<file path="src/rtl/uart_pkg.sv">
// Shared types and helpers for the oversampling UART blocks.
// Common to receiver and the future transmitter; holds the FSM encoding and divider math.
package uart_pkg;

    typedef enum logic [2:0] {
        IDLE   = 3'd0,
        START  = 3'd1,
        DATA   = 3'd2,
        PARITY = 3'd3,
        STOP   = 3'd4
    } uart_state_e;

    localparam logic RX_IDLE_LEVEL = 1'b1;

    // Clock cycles per oversample tick; never below 1 so the tick generator stays legal.
    function automatic int calc_div(input int clk_freq, input int baud, input int os);
        int d;
        d = clk_freq / (baud * os);
        if (d < 1) d = 1;
        return d;
    endfunction

endpackage

</file>
<file path="src/rtl/uart_baud_tick.sv">
// Free-running divider producing a one-clk tick every DIV clocks.
// With DIV=1 the tick is permanently high.
module uart_baud_tick #(
    parameter int DIV = 1
) (
    input  logic clk,
    input  logic rst,
    output logic tick
);

    localparam int CW = (DIV > 1) ? $clog2(DIV) : 1;
    localparam logic [CW-1:0] LAST = CW'(DIV - 1);

    logic [CW-1:0] cnt;

    always_ff @(posedge clk) begin
        if (rst) begin
            cnt <= '0;
        end else if (cnt == LAST) begin
            cnt <= '0;
        end else begin
            cnt <= cnt + CW'(1);
        end
    end

    assign tick = (cnt == LAST);

endmodule

</file>
<file path="src/rtl/uart_rx_os.sv">
// Oversampling UART receiver with mid-bit sampling, false-start and framing detection.
// Optional parity checking is built when UART_RX_PARITY_EN is defined.
module uart_rx_os
    import uart_pkg::*;
#(
    parameter int CLK_FREQ   = 10000000,
    parameter int BAUD_RATE  = 9600,
    parameter int OVERSAMPLE = 16,
    parameter int DATA_BITS  = 8
`ifdef UART_RX_PARITY_EN
    ,
    parameter logic PARITY_ODD = 1'b0
`endif
) (
    input  logic                 clk,
    input  logic                 rst,
    input  logic                 rx,
    output logic [DATA_BITS-1:0] rx_data,
    output logic                 rx_valid,
    input  logic                 rx_ready,
    output logic                 frame_err,
    output logic                 overrun,
    output logic                 parity_err,
    output uart_state_e          dbg_state
);

    localparam int DIV = calc_div(CLK_FREQ, BAUD_RATE, OVERSAMPLE);
    localparam int OSW = $clog2(OVERSAMPLE);
    localparam int BW  = $clog2(DATA_BITS);
    localparam logic [OSW-1:0] OS_LAST  = OSW'(OVERSAMPLE - 1);
    localparam logic [OSW-1:0] OS_HALF  = OSW'(OVERSAMPLE / 2 - 1);
    localparam logic [BW-1:0]  BIT_LAST = BW'(DATA_BITS - 1);

    logic                 tick;
    logic                 rx_meta, rxs;
    uart_state_e          state, state_next;
    logic [OSW-1:0]       os_cnt;
    logic [BW-1:0]        bit_cnt;
    logic [DATA_BITS-1:0] shifter;
    logic                 at_point, start_ok, shift_en, stop_en;
    logic                 par_bad;
    logic                 accept;

    uart_baud_tick #(.DIV(DIV)) u_tick (
        .clk  (clk),
        .rst  (rst),
        .tick (tick)
    );

    always_ff @(posedge clk) begin
        if (rst) begin
            rx_meta <= RX_IDLE_LEVEL;
            rxs     <= RX_IDLE_LEVEL;
        end else begin
            rx_meta <= rx;
            rxs     <= rx_meta;
        end
    end

    always_ff @(posedge clk) begin
        if (rst) state <= IDLE;
        else     state <= state_next;
    end

    always_comb begin
        state_next = state;
        case (state)
            IDLE:   if (tick && rxs != RX_IDLE_LEVEL) state_next = START;
            START:  if (at_point) state_next = start_ok ? DATA : IDLE;
`ifdef UART_RX_PARITY_EN
            DATA:   if (at_point && bit_cnt == BIT_LAST) state_next = PARITY;
`else
            DATA:   if (at_point && bit_cnt == BIT_LAST) state_next = STOP;
`endif
            PARITY: if (at_point) state_next = STOP;
            STOP:   if (at_point) state_next = IDLE;
            default: state_next = IDLE;
        endcase
    end

    // Start is checked half a bit in; every later bit is checked one full bit after that.
    always_comb begin
        at_point = 1'b0;
        start_ok = 1'b0;
        shift_en = 1'b0;
        stop_en  = 1'b0;
        if (tick) begin
            case (state)
                START: begin
                    at_point = (os_cnt == OS_HALF);
                    start_ok = at_point && (rxs != RX_IDLE_LEVEL);
                end
                DATA: begin
                    at_point = (os_cnt == OS_LAST);
                    shift_en = at_point;
                end
                PARITY: at_point = (os_cnt == OS_LAST);
                STOP: begin
                    at_point = (os_cnt == OS_LAST);
                    stop_en  = at_point;
                end
                default: at_point = 1'b0;
            endcase
        end
    end

    always_ff @(posedge clk) begin
        if (rst) begin
            os_cnt  <= '0;
            bit_cnt <= '0;
            shifter <= '0;
        end else if (tick) begin
            if (state == IDLE || at_point) os_cnt <= '0;
            else                           os_cnt <= os_cnt + OSW'(1);
            if (start_ok) bit_cnt <= '0;
            if (shift_en) begin
                shifter <= {rxs, shifter[DATA_BITS-1:1]};
                bit_cnt <= bit_cnt + BW'(1);
            end
        end
    end

`ifdef UART_RX_PARITY_EN
    logic par_en;
    assign par_en = at_point && (state == PARITY);

    always_ff @(posedge clk) begin
        if (rst)           par_bad <= 1'b0;
        else if (start_ok) par_bad <= 1'b0;
        else if (par_en)   par_bad <= rxs ^ (^shifter) ^ PARITY_ODD;
    end
`else
    assign par_bad = 1'b0;
`endif

    // Handshake: a byte transfers on any clk where rx_valid && rx_ready; rx_data is held
    // stable while rx_valid is high, and rx_valid drops the clk after the transfer.
    assign accept = rx_valid && rx_ready;

    logic parity_err_q;

    always_ff @(posedge clk) begin
        if (rst) begin
            rx_data      <= '0;
            rx_valid     <= 1'b0;
            frame_err    <= 1'b0;
            overrun      <= 1'b0;
            parity_err_q <= 1'b0;
        end else begin
            frame_err    <= 1'b0;
            overrun      <= 1'b0;
            parity_err_q <= 1'b0;
            if (accept) rx_valid <= 1'b0;
            if (stop_en) begin
                frame_err    <= (rxs != RX_IDLE_LEVEL);
                parity_err_q <= par_bad;
                if (rxs == RX_IDLE_LEVEL && !par_bad) begin
                    // A byte consumed this same clk frees the slot for the new one.
                    if (!rx_valid || accept) begin
                        rx_data  <= shifter;
                        rx_valid <= 1'b1;
                    end else begin
                        overrun <= 1'b1;
                    end
                end
            end
        end
    end

`ifdef UART_RX_PARITY_EN
    assign parity_err = parity_err_q;
`else
    assign parity_err = 1'b0;
`endif

    assign dbg_state = state;

endmodule

</file>
<file path="config.mk">
export PLATFORM = sky130hd
export DESIGN_NAME = uart_rx_os
export DESIGN_NICKNAME = d
export VERILOG_FILES = /design/src/rtl/uart_pkg.sv /design/src/rtl/uart_baud_tick.sv /design/src/rtl/uart_rx_os.sv
export SDC_FILE = /design/constraint.sdc
export NUM_CORES = 1
export LEC_CHECK = 0
export CORE_UTILIZATION = 55
export CTS_BUF_LIST = sky130_fd_sc_hd__clkbuf_4 sky130_fd_sc_hd__clkbuf_8
export CTS_CLUSTER_DIAMETER = 80
export DETAILED_ROUTE_END_ITERATION = 10
export PLACE_DENSITY = 0.8
export SLEW_MARGIN = 20
export SYNTH_ARGS = -nofsm -noshare
export SYNTH_HDL_FRONTEND = slang
export SYNTH_SLANG_ARGS = --single-unit
export TNS_END_PERCENT = 30
</file>
<file path="constraint.sdc">
create_clock -name clk -period 2.24 [get_ports clk]
set_input_delay 0.336 -clock clk [delete_from_list [all_inputs] [get_ports clk]]
set_output_delay 0.336 -clock clk [all_outputs]
set_load 0.1 [all_outputs]
</file>
* Word level (Yosys, flattened, before mapping) *
Cells that the tools add are included.

cells by class
  $add $sub $neg = 3
  eq/ne operators = 13
  mux-type cells = 23
  bitwise operators = 2
  reduce and logical (&&, ||, !) cells = 17

operators by type and width
  kind                                                              count
  3-bit two-way mux                                                 7
  3-bit one-hot mux with 5 select lines                             1
  1-bit two-way mux                                                 12
  2-bit != test (second input constant)                             5
  7-bit by 1-bit adder with 7-bit output (second input constant)    1
  7-bit == test (second input constant)                             1
  3-bit by 2-bit == test with 1-bit output (second input constant)  2
  3-bit == test (second input constant)                             2
  3-bit OR reduction                                                2
  5-bit AND reduction                                               1
  4-bit by 1-bit adder with 4-bit output (second input constant)    1
  4-bit by 3-bit == test with 1-bit output (second input constant)  1
  4-bit == test (second input constant)                             1
  1-bit logical AND                                                 4
  4-bit two-way mux                                                 1
  2-bit AND reduction                                               2
  2-bit OR reduction                                                2
  3-bit by 1-bit adder with 3-bit output (second input constant)    1
  3-bit by 1-bit == test with 1-bit output (second input constant)  1
  3-bit zero test                                                   1
  3-bit AND reduction                                               1
  1-bit logical OR                                                  2
  2-bit two-way mux                                                 1
  1-bit inverter                                                    2
  other kinds (3)                                                   3

word-level totals
  register bits = 38
  bits of input ports = 4
  output and inout bits = 15
  word-level logic and storage cells = 69

* Depth between registers and ports, before layout *
  word-level depth = 7
  depth in mapped cells = 8
  mapped depth without buffers = 6

* Hierarchy *
Synthesis repeated with hierarchy kept, for this count alone.

second synthesis, totals
  cells, all modules = 191
  area, all modules = 1774.2 um^2

by module, submodules not included
  module          instances  cells each  area an instance (um^2)  sequential area each (um^2)
  uart_rx_os      1          156         1457.6                   620.6
  uart_baud_tick  1          35          316.6                    140.1

* Worst setup path after synthesis *
OpenSTA, ideal clock, no wires.

  path type = register -> register
  start = register state[2], in the netlist dbg_state[2]
  end = register state[1], in the netlist dbg_state[1]
  setup time = 95 ps
  data arrival time = 2098 ps
  data required time = 2145 ps
  path slack = 47 ps
  stages on the path, launching flop included = 6
  path buffers = 1
  period minus slack after synthesis = 2193 ps
  cell sequence = dfxtp_1 -> buf_2 -> or3b_1 -> a21oi_1 -> a211oi_1 -> a221oi_1

on the way
  word-level cells in the longest chain between the ends = 7
  elaborated cells between the ends (all ways) = 20
  those cells by class = eq/ne (9); mux (7); reduce/logical (4)

ends and longest elaborated chain
  element                                                                    RTL line                            source
  from (decl)                                                                uart_rx_os.sv:36                    uart_state_e state, state_next;
  from (signal assigned)                                                     uart_rx_os.sv:62                    else state <= state_next;
  3-bit == test or 3-bit by 2-bit == test with 1-bit output (tied branches)  uart_rx_os.sv:67, uart_rx_os.sv:88
  3-bit OR reduction (no source line)                                        n/a
  1-bit one-hot mux with 2 select lines                                      uart_rx_os.sv:88                    case (state)
  1-bit two-way mux                                                          uart_rx_os.sv:87                    if (tick) begin
  1-bit logical AND                                                          uart_rx_os.sv:73                    DATA: if (at_point && bit_cnt == BIT_LAST) state_next = STOP;
  2-bit != test (no source line)                                             n/a
  5-bit AND reduction (no source line)                                       n/a

Several ways; a longest one is shown, not always the timed one. The select of a mux whose other input is x is not followed.
A chain may end at the register's enable or synchronous reset.

* Worst setup path after layout *
  start = register os_cnt[0]
  end = register state[1], in the netlist dbg_state[1]

on the way
  word-level cells in the longest chain between the ends = 7
  elaborated cells between the ends (all ways) = 16
  those cells by class = eq/ne (6); mux (7); reduce/logical (3)

ends and longest elaborated chain
  element                                   RTL line           source
  from (decl)                               uart_rx_os.sv:37   logic [OSW-1:0] os_cnt;
  from (signal assigned)                    uart_rx_os.sv:114  else os_cnt <= os_cnt + OSW'(1);
  4-bit by 3-bit == test with 1-bit output  uart_rx_os.sv:90   at_point = (os_cnt == OS_HALF);
  1-bit logical AND                         uart_rx_os.sv:91   start_ok = at_point && (rxs != RX_IDLE_LEVEL);
  1-bit two-way mux                         uart_rx_os.sv:88
  1-bit two-way mux                         uart_rx_os.sv:87
  2-bit two-way mux                         uart_rx_os.sv:69   START: if (at_point) state_next = start_ok ? DATA : IDLE;
  3-bit two-way mux                         uart_rx_os.sv:69
  3-bit one-hot mux with 5 select lines     uart_rx_os.sv:67   case (state)

Several ways; a longest one is shown, not always the timed one. The select of a mux whose other input is x is not followed.

==> results.tsv <==
stage	metric	value	unit
global_route	first-pass GRT wire length	5.88	mm
clocking	Worst-path clk slew	0.12	ns
clocking	Sink Count	38	
min_path	Hold Startpoint	rx_meta	
global_route	GRT Total Usage	0.227	
sta	Final Hold Viols	0	
logic_synthesis	register area share after synthesis	0.435	
sta	RSZ-0062 raised after global routing	false	
global_route	number of global-route vias before repair	1389	
pwr	Tot Pwr	0.00113	W
route	DRC errors left	0	
finish	Fill cells	243	
route	1st-iter DRT viols	65	
critical_path	internal reg-to-reg setup slack	0.41	ns
sta	WHS	0.418	ns
route	Vias per Instance	5.67	
clocking	post-CTS resize count	0	
clocking	Root Driver	clkbuf_4	
sta	Slew Viols, Final	0	
sta	total negative setup slack	0	ns
status	run status	finished clean	
sta	minimum clock period	1.83	ns
logic_synthesis	Synth async-reset ratio	0	
critical_path	worst reg2reg path startpoint	os_cnt[0]	
clocking	clk_lat worst skew	0.34	ns
finish	most common cell after layout, fill and taps aside	dfxtp_1	
min_path	Worst Hold Class	flop to flop	
flow_run	MaxCap Viol Count	0	
critical_path	Crit. End Element	flop	
route	remaining antenna violation count	0	
critical_path	RR Endpoint	dbg_state[1]	
global_route	GRT overflow	0	
critical_path	WS Path Type	flop to flop	
critical_path	critical path required time	2.50	ns
logic_synthesis	syn nets	209	
die	Die Y	58.4	um
sta	Max Fclk	0.545	GHz
clocking	H-tree Lvls	2	
logic_synthesis	Synth cell types	45	
place	Final GP Congestion	0.801	
sta	endpoints failing setup	0	
sta	Final Cycle Share	0.819	
finish	commonest cells after routing, fill and taps aside	dfxtp_1, nand2_1, a21oi_1, buf_4, nand3_1	
clocking	clk buf depth	2	
finish	layout net count	221	
clocking	CTS Hold Bufs	0	
finish	layout cell share with drive strength beyond 1	0.169	
logic_synthesis	EDFF count, synth	0	
clocking	Post-CTS Setup Inserts	0	
route	wire per inst	13.4	um
clocking	Num CTS Buffers	5	
route	drt pass-1 iters	4	
pwr	Lkg Pwr	0.697	nW
logic_synthesis	post-synthesis cell count	200	
die	Die ar.	0.00341	mm^2
die	die width	58.4	um
logic_synthesis	ys flop type	dfxtp_1	
route	WL final	3.45	mm
place	Port Buf Inserts	17	
die	Top Ports	19	
min_path	hold path endpoint	rxs	
sta	clk_skew	0.0144	ns
finish	n_diodes	0	
logic_synthesis	mapped cell area	0.00175	mm^2
logic_synthesis	synthesis-stage register bit count	38	
critical_path	critical path peak fanout	7	
pwr	P per Cell Area	579	mW/mm^2
logic_synthesis	Syn Area/Cell	8.74	um^2
global_route	initial antenna violation count	0	
logic_synthesis	Syn. warnings	0	
global_route	largest net degree at the start of global routing	22	
pwr	VDD IR max	377	uV
min_path	Min-Delay Path Depth	1	
clocking	CTS tree	yes	
die	core area	0.00303	mm^2
finish	Layout area overhead	11.4	%
route	via count	1456	
die	num rows	20	
critical_path	Worst Reg2Reg Path Length in Cells	5	
place	Final HPWL DP	2.46	mm
critical_path	WP data arrival	2.09	ns
die	Initial Util	0.577	
critical_path	Setup crit start kind	flop	
-- logic make-up after synthesis --
| group | count (synthesis) | share of synthesized area |
|---|---|---|
| and+or+nand+nor | 84 | 0.278 |
| AOI/OAI and AO/OA | 44 | 0.155 |
| DFF | 38 | 0.435 |
| buffers and inverters | 22 | 0.0637 |
| adders and majority gates | 5 | 0.0358 |
| xor gates and xnor gates | 5 | 0.0251 |
| other | 1 | 0.00215 |
| muxes | 1 | 0.00573 |
-- synthesized netlist by cell type (4+ instances only) --
| library cell | n | area share |
|---|---|---|
| a21oi_1 | 24 | 0.069 |
| ha_1 | 5 | 0.036 |
| clkbuf_1 | 7 | 0.015 |
| nand4_1 | 7 | 0.025 |
| nor2b_1 | 5 | 0.018 |
| inv_1 | 5 | 0.011 |
| buf_2 | 4 | 0.011 |
| dfxtp_1 | 38 | 0.44 |
| nand2_1 | 24 | 0.052 |
| buf_4 | 4 | 0.017 |
| nand3_1 | 16 | 0.046 |
| nor3_1 | 8 | 0.023 |
| o21ai_0 | 10 | 0.029 |
-- worst max path at each step --
stage                             start            to  slack, ns  depth (start not counted)
after floorplan            dbg_state[2]  dbg_state[1]       0.05                          5
after global placement    u_tick.cnt[0]    rx_data[7]       0.36                          6
after detailed placement  u_tick.cnt[0]    rx_data[0]       0.25                          6
after CTS                 u_tick.cnt[0]    rx_data[2]       0.23                          6
after global routing          os_cnt[0]  dbg_state[1]       0.22                          5
final                         os_cnt[0]  dbg_state[1]       0.41                          5
-- metrics by stage --
stage               setup slack (ns)   util  instances  cell area (um^2)
CTS                            0.230  0.638        255              1930
global route                   0.217  0.643        257              1950
detailed placement             0.252  0.617        247              1870
global placement               0.360  0.617        247              1870
floorplan                     0.0465      -        200              1750
finish                         0.405  0.643        257              1950
-- cell type report --
| type | count | area [um^2] | share of cell area |
|---|---|---|---|
| clock buffers | 6 | 51.3 | 0.0263 |
| clock inverters | 2 | 12.5 | 0.00643 |
| inverters | 5 | 18.8 | 0.00964 |
| repair buffers | 22 | 173 | 0.0887 |
| multi-input cells | 140 | 876 | 0.450 |
| well taps | 44 | 55.1 | 0.0283 |
| flip-flops and latches | 38 | 761 | 0.391 |
-- metal layers --
layer / global-route usage / routed length [um] / up-vias / part of all wire
li1: - / - / 735 / -
met1: 0.280 / 1550 / 686 / 0.45
met2: 0.378 / 1750 / 28 / 0.51
met3: 0.0462 / 97 / 7 / 0.028
met4: 0.119 / 59 / 0 / 0.017
met5: 0 / 0 / - / 0
-- sequential cells by signal (all words and copies together), names as in the netlist --
signal / cells
overrun: 1
bit_cnt: 3
rxs: 1
u_tick.cnt: 7
shifter: 8
frame_err: 1
dbg_state: 3
os_cnt: 4
rx_data: 8
rx_valid: 1
rx_meta: 1
-- power breakdown --
| part | internal, W | leakage, nW | switching (W) |
|---|---|---|---|
| registers | 0.000682 | 0.307 | 0.00000762 |
| clock network | 0.000151 | 0.0343 | 0.000221 |
| logic | 0.0000281 | 0.355 | 0.0000368 |
| total | 0.000861 | 0.697 | 0.000266 |
-- worst max-delay path, cell delays in order (launching register included) --
cell,delay (ns)
dfxtp_1,0.40
ha_1,0.25
and4b_1,0.40
nand4_1,0.26
a21boi_0,0.19
a221oi_1,0.26
No activity file was read; power rests on OpenSTA's default activity.
